**src/rtl/rv32i_alu_arbiter.sv**
```systemverilog
// Round-robin arbiter sharing one RV32I add/sub ALU between NUM_REQ requesters.
// Each operation runs IDLE -> EXEC -> RESP; results are held until the owner accepts.

module rv32i_alu #(
    parameter int unsigned OP_W = 4
) (
    input  logic [31:0]     i_a,
    input  logic [31:0]     i_b,
    input  logic [OP_W-1:0] i_op,
    output logic [31:0]     o_y
);
    localparam logic [OP_W-1:0] ADD_alu = '0;

    assign o_y = (i_op == ADD_alu) ? (i_a + i_b) : (i_a - i_b);
endmodule

module rv32i_alu_arbiter #(
    parameter int unsigned NUM_REQ   = 2,
    parameter int unsigned CNT_WIDTH = 16
) (
    input  logic                    clk,
    input  logic                    rst,
    input  logic [NUM_REQ-1:0]      req_valid,
    output logic [NUM_REQ-1:0]      req_ready,
    input  logic [NUM_REQ*32-1:0]   req_a,
    input  logic [NUM_REQ*32-1:0]   req_b,
    input  logic [NUM_REQ*4-1:0]    req_op,
    output logic [NUM_REQ-1:0]      rsp_valid,
    input  logic [NUM_REQ-1:0]      rsp_ready,
    output logic [31:0]             rsp_data,
    output logic                    busy,
    output logic [CNT_WIDTH-1:0]    op_count
);
    localparam int unsigned DATA_W = 32;
    localparam int unsigned OP_W   = 4;
    localparam int unsigned PTR_W  = (NUM_REQ > 1) ? $clog2(NUM_REQ) : 1;

    typedef enum logic [1:0] {IDLE, EXEC, RESP} state_t;

    state_t                 r_state;
    state_t                 w_state_nxt;
    logic                   r_rst_q;
    logic [PTR_W-1:0]       r_rr_ptr;
    logic [PTR_W-1:0]       r_owner;
    logic [DATA_W-1:0]      r_a;
    logic [DATA_W-1:0]      r_b;
    logic [OP_W-1:0]        r_op;
    logic [DATA_W-1:0]      r_rsp_data;
    logic [CNT_WIDTH-1:0]   r_op_count;

    logic                   w_found;
    logic [PTR_W-1:0]       w_grant_idx;
    logic                   w_grant_en;
    logic                   w_done;
    logic [DATA_W-1:0]      w_alu_y;

    rv32i_alu #(.OP_W(OP_W)) u_alu (
        .i_a  (r_a),
        .i_b  (r_b),
        .i_op (r_op),
        .o_y  (w_alu_y)
    );

    // Round-robin search upward from r_rr_ptr, wrapping at NUM_REQ-1.
    always_comb begin
        w_found     = 1'b0;
        w_grant_idx = '0;
        for (int unsigned i = 0; i < NUM_REQ; i++) begin
            logic [PTR_W-1:0] cand;
            cand = PTR_W'((32'(r_rr_ptr) + i) % NUM_REQ);
            if (!w_found && req_valid[cand]) begin
                w_found     = 1'b1;
                w_grant_idx = cand;
            end
        end
    end

    always_ff @(posedge clk) begin
        if (rst) r_state <= IDLE;
        else     r_state <= w_state_nxt;
    end

    // Grants are held off while reset is high and for the cycle after it.
    always_comb begin
        w_state_nxt = r_state;
        w_grant_en  = 1'b0;
        w_done      = 1'b0;
        req_ready   = '0;
        rsp_valid   = '0;
        busy        = 1'b0;
        case (r_state)
            IDLE: begin
                if (w_found && !r_rst_q && !rst) begin
                    w_grant_en  = 1'b1;
                    w_state_nxt = EXEC;
                end
            end
            EXEC: w_state_nxt = RESP;
            RESP: begin
                if (rsp_ready[r_owner]) begin
                    w_done      = 1'b1;
                    w_state_nxt = IDLE;
                end
            end
            default: w_state_nxt = IDLE;
        endcase
        if (w_grant_en)
            req_ready[w_grant_idx] = 1'b1;
        if (r_state == RESP && !rst)
            rsp_valid[r_owner] = 1'b1;
        busy = (r_state != IDLE) && !rst;
    end

    always_ff @(posedge clk) begin
        if (rst) begin
            r_rst_q    <= 1'b1;
            r_rr_ptr   <= '0;
            r_owner    <= '0;
            r_a        <= '0;
            r_b        <= '0;
            r_op       <= '0;
            r_rsp_data <= '0;
            r_op_count <= '0;
        end else begin
            r_rst_q <= 1'b0;
            if (w_grant_en) begin
                r_a     <= req_a[DATA_W*w_grant_idx +: DATA_W];
                r_b     <= req_b[DATA_W*w_grant_idx +: DATA_W];
                r_op    <= req_op[OP_W*w_grant_idx +: OP_W];
                r_owner <= w_grant_idx;
            end
            if (r_state == EXEC)
                r_rsp_data <= w_alu_y;
            // Completion advances the pointer past the owner; the counter saturates.
            if (w_done) begin
                r_rr_ptr <= PTR_W'((32'(r_owner) + 32'd1) % NUM_REQ);
                if (r_op_count != {CNT_WIDTH{1'b1}})
                    r_op_count <= r_op_count + CNT_WIDTH'(1);
            end
        end
    end

    assign rsp_data = r_rsp_data;
    assign op_count = r_op_count;
endmodule

```
**config.mk**
```make
export PLATFORM = sky130hd
export DESIGN_NAME = rv32i_alu_arbiter
export DESIGN_NICKNAME = d
export VERILOG_FILES = /design/src/rtl/rv32i_alu_arbiter.sv
export SDC_FILE = /design/constraint.sdc
export NUM_CORES = 1
export LEC_CHECK = 0
export ABC_AREA = 1
export CAP_MARGIN = 20
export CORE_MARGIN = 4
export CORE_UTILIZATION = 50
export CTS_BUF_LIST = sky130_fd_sc_hd__clkbuf_8
export DETAILED_ROUTE_END_ITERATION = 10
export PLACE_DENSITY = 0.8
export SLEW_MARGIN = 20
export SYNTH_ARGS = -nofsm -noshare
export SYNTH_HDL_FRONTEND = slang
export SYNTH_SLANG_ARGS = --single-unit
```
**constraint.sdc**
```tcl
create_clock -name clk -period 3.03 [get_ports clk]
set_input_delay 0.303 -clock clk [delete_from_list [all_inputs] [get_ports clk]]
set_output_delay 0.303 -clock clk [all_outputs]
set_load 0.03 [all_outputs]
```
After elaboration in Yosys (flattened, before gate mapping):

Cells that the tools add are included.

* add/subtract/negate cells: 5
* $lt $le $gt $ge: 6
* equal/unequal tests: 5
* shift operators: 3
* muxes and demuxes: 25
* reductions and logical operators: 15

Operator list (count)
* 64-bit by 7-bit variable part select with 32-bit output: 2
* 32-bit adder: 1
* 32-bit two-way mux: 1
* 32-bit subtractor: 1
* 1-bit two-way mux: 17
* 16-bit by 1-bit adder with 16-bit output, second input constant: 1
* 16-bit inequality test, second input constant: 1
* 1-bit by 2-bit less-than comparator with 1-bit output, second input constant: 4
* 2-bit two-way mux: 4
* 8-bit by 4-bit variable part select with 4-bit output: 1
* 1-bit logical AND: 7
* 2-bit one-hot mux with 3 select lines: 1
* 4-bit zero test: 1
* 2-bit inequality test, second input constant: 2
* 2-bit AND reduction: 2
* 1-bit zero test: 3
* 1-bit adder, second input constant: 2
* 1-bit demux with 1-bit select: 2
* 2-bit by 1-bit equality test with 1-bit output, second input constant: 1
* 2-bit equality test, second input constant: 1
* 1-bit greater-or-equal comparator, second input constant: 2
* 2-bit zero test: 1
* 2-bit nonzero test: 1

* register bits: 121
* input port bits: 142
* logic and storage cells: 68

Logic depth before layout (Yosys ltp):

* depth in word-level cells: 11
* depth in mapped cells: 23

By module:

From an unflattened synthesis, not the netlist that was laid out.

* cells, all modules: 1523
* area, all modules: 8804.7 um^2

Modules (own cells, without submodules)
* rv32i_alu_arbiter: instances 1, cells each 829, area an instance 5401.4 um^2
* rv32i_alu: instances 1, cells each 694, area an instance 3403.3 um^2

Worst setup path before layout:

No wires, ideal clock.

* path type: register to register
* start point: reg r_b[0]
* end point: reg r_rsp_data[31] (netlist: rsp_data[31])
* arrival: 2.510 ns
* setup slack: 0.392 ns
* cell stages (with the launch flop): 20
* buffers on the path: 0
* period minus slack after synthesis: 2.638 ns
* cells stage by stage: dfxtp_1 -> inv_1 -> ha_1 -> nand3_1 -> nor2_1 -> nand3_1 -> o21ai_0 -> nand2_1 -> xor2_1 -> ha_1 -> nand2_1 -> inv_1 -> nand2_1 -> nor3_1 -> and2_1 -> nand2_1 -> nand2_1 -> nand2_1 -> nand2_1 -> a21oi_1

* longest elaborated chain between the ends: 2
* elaborated cells on any way between the ends: 3

Ends and longest elaborated chain
* start: declaration: RTL line 46 `logic [DATA_W-1:0] r_b;`
* start signal: assignment: RTL line 128 `r_b <= req_b[DATA_W*w_grant_idx +: DATA_W];`
* 32-bit subtractor or 32-bit adder (tied branches): RTL line 14 `assign o_y = (i_op == ADD_alu) ? (i_a + i_b) : (i_a - i_b);`
* 32-bit two-way mux (*): RTL line 14
* end signal: assignment: RTL line 133 `r_rsp_data <= w_alu_y;`
* end: declaration: RTL line 48 `logic [DATA_W-1:0] r_rsp_data;`

Every way passes the cells marked *; elsewhere a longest branch is shown, timed or not.
A chain may end at the register's enable or synchronous reset.

Worst setup path after layout:

* start point: reg r_b[3]
* end point: reg r_rsp_data[29] (netlist: rsp_data[29])

The elaborated chain is that of the path after synthesis.

==> impl_results.md <==
* Status: finished clean
* Total Neg Setup Slack at 0 ps
* CTS buffer count at 17
* Slew HR at 45.12%
* Post-DR vias/cell at 5.032
* Post-layout util at 70.69%
* Syn_nets at 1527
* Largest net degree at the start of global routing at 70
* Synth area leaders: dfxtp_1, nand2_1, inv_1
* Global-route wire length before repair at 39490 um
* Post-route met1 wirelength at 11480 um
* Die Footprint at 18560 sq um
* Req. time, crit path at 3380 ps
* Crit-path max FO at 4
* Via count at 8922
* Area of the mapped netlist at 8220 sq um
* Switching power total at 1629 uW
* Pwr/cell area at between 400 and 500 nW/um^2
* Clk pwr share at about a third
* Fin crit period at 2909 ps
* Peak VDD IR at 280.1 uV
* H-tree depth at 4
* Total Wirelength at 24890 um
* Yosys cell types at 43
* Hold buffer count at CTS at 0
* Synthesized flop and latch total at 121
* Met2 wire length at roughly 11000 um
* IO Count at 195
* Post-synth EDFFs at 0
* Avg Cell Area, Syn at just over 6 sq um
* Element type at the critical path start: flip-flop
* Post-synth ARST share at 0%
* Pint at 3417 uW
* Core region area at between 15000 and 20000 sq um
* Clock Tree Buf Depth at 2
* WL/cell at 14.04 um
* Switching share of power at 32.29%
* Die width at 136.2 um
* Worst-Skew Late Latency at 450 ps
* # Max-Cap Violations at 0
* Area Growth Syn to Fin at 37.59%
* 1st-pass router iterations at 5
* Fmax achieved at 343.8 MHz
* Sequential share of the synthesized area at 29.47%
* Hold WS at between 150 and 200 ps
* Post-DRT Antenna Nets at 0
* Ant. Diodes at 0
* Most frequent cell after synthesis: nand2_1
* CP endpoint kind: flip-flop
* Reg clk slew, reported paths at ~70 ps
* Share of post-route cells with drive strength above 1 at 10.53%
* Worst hold path type: in2reg
* Worst-margin pin slew at 821.2 ps
* Number of port buffers at 194
* CP Class: reg2reg
* Fin. max-slew vios at 0
* Hpwl dp at 19160 um
* GPL Wtd Cong at ~0.9
* Post-Layout Cell Count at 1773
* Overflow after GRT at 0
* Most frequent cells after synthesis: nand2_1, inv_1, dfxtp_1
* Placement row count at between 40 and 50
* Comb power frac at 31.5%
* All-Layer GR Usage at 26.51%
* Main synth FF type: dfxtp_1
* # DRC at 0
* Gate Count Post-Synth at 1344
* Synth top area share at 29.47%
* Root Driver: clkbuf_8
* Die H at ~140 um
* Placed insts at roughly 1700
* Flop pwr share at ~35%
* Initial antenna violation count at 0
* CTS sink cnt at approximately 120
* CTS tree: yes
* Met3 routed WL at 1677 um
* Worst Path Arrival at about 3300 ps
* Leakage power at 0.005304 uW
* Most area-hungry cell type in the Yosys netlist: dfxtp_1
* Setup violators final at 0
* DR top layer: met4
* Initial Util at between 50% and 60%
* Layout net count at 1729
* Worst Skew at around 18 ps
* Fin. Hold Viols at 0
* Final worst-path cycle share at 96.01%
* Vias in the first global route at between 8000 and 9000
* Synth warnings at 0
* Drt initial violations at 573
==> worst max-delay path, stage by stage (launching register included) <==
cell and delay (ps):
dfxtp_1 330, nor2_1 110, nand2_1 110, nor3b_4 310, nand3_2 150, o21ai_4 230, buf_4 140, o211ai_1 80
nand2_1 160, ha_4 240, buf_4 140, nand2_2 110, nor2_1 60, nor2_1 120, nand2_1 80, a21oi_2 120
nand2_1 60, nand2_1 80, nand3_2 70, nand2_1 80, inv_1 30
==> area by class of cell <==
cell class | instances | area [sq um]
well taps | 216 | 270.3
clock inverters | 9 | 171.4
clock buffers | 21 | 289.0
multi-input cells | 1009 | 5323
inverters | 170 | 638.1
fillers | 1434 | 4690
repair buffers | 227 | 2195
flip-flops and latches | 121 | 2425
==> sequential cells by signal, summed over array words and instances (netlist names) <==
name,flops
op_count,16
r_b,32
rsp_data,32
r_owner,1
r_rr_ptr,1
r_op,4
r_rst_q,1
r_state,2
r_a,32
==> what timing repair did <==
action                     CTS  global route
setup endpoints to repair    7            20
buffers inserted             0             8
pin swaps                    0            26
resized for setup            4            98
==> worst paths after layout <==
| check | cells past startpoint | endpoint | slack, ps | start |
|---|---|---|---|---|
| max | 20 | rsp_data[29]$_SDFFE_PP0N_ | 120 | r_b[3]$_SDFFE_PP0P_ |
| min | 1 | r_rst_q$_DFF_P_ | 160 | rst |
| max reg2reg | 20 | rsp_data[29]$_SDFFE_PP0N_ | 120 | r_b[3]$_SDFFE_PP0P_ |
| min reg2reg | 1 | r_rr_ptr$_SDFFE_PP0P_ | 480 | r_owner$_SDFFE_PP0P_ |
==> through the flow <==
| step | worst slack, ps | total power [uW] | instance area, sq um |
|---|---|---|---|
| 2_1_floorplan | 391.6 | 2599 | 8220 |
| 3_3_place_gp | -76.39 | 3146 | 10430 |
| 3_5_place_dp | -91.10 | 3159 | 10430 |
| 4_1_cts | 11.84 | 4877 | 10900 |
| 5_1_grt | -72.15 | 5314 | 11310 |
| 6_report | 121.0 | 5046 | 11310 |
==> cells in the final DEF, fill, tap and decap left out, drive strengths merged, types with 6 or more instances in the layout <==
cell             n
ha              40
nor3            14
xor2            34
nand2          527
nand4            8
xnor2           12
inv            172
o21bai           6
dfxtp          121
clkdlybuf4s50  192
clkbuf          21
o21ai           56
a31oi           56
a21oi           55
buf             35
nand3           62
nor2           118
==> power by group through the flow <==
stage	sequential (uW)	combinational, uW	clock, uW
after floorplan	1820	775	0
after global placement	1770	1380	0
after detailed placement	1770	1390	0
after CTS	1740	1400	1740
after global routing	1750	1750	1820
final	1740	1590	1720
==> metal layers <==
layer	GRT usage, %	vias up
met5	0	-
met3	5.255	37
met2	41.44	294
met1	37.23	3948
met4	7.335	0
li1	-	4643
==> cells by family (layout without fill, tap and decap cells) <==
group                      Yosys count  after routing  synth area share [%]
and+or+nand+nor                    739            739                 36.04
adders and majority gates           41             41                 6.332
xor gates and xnor gates            46             46                 4.901
buffers and inverters              214            427                 10.26
DFF                                121            121                 29.47
AOI/OAI and AO/OA                  183            183                 13.00
No activity file was read; power rests on OpenSTA's default activity.
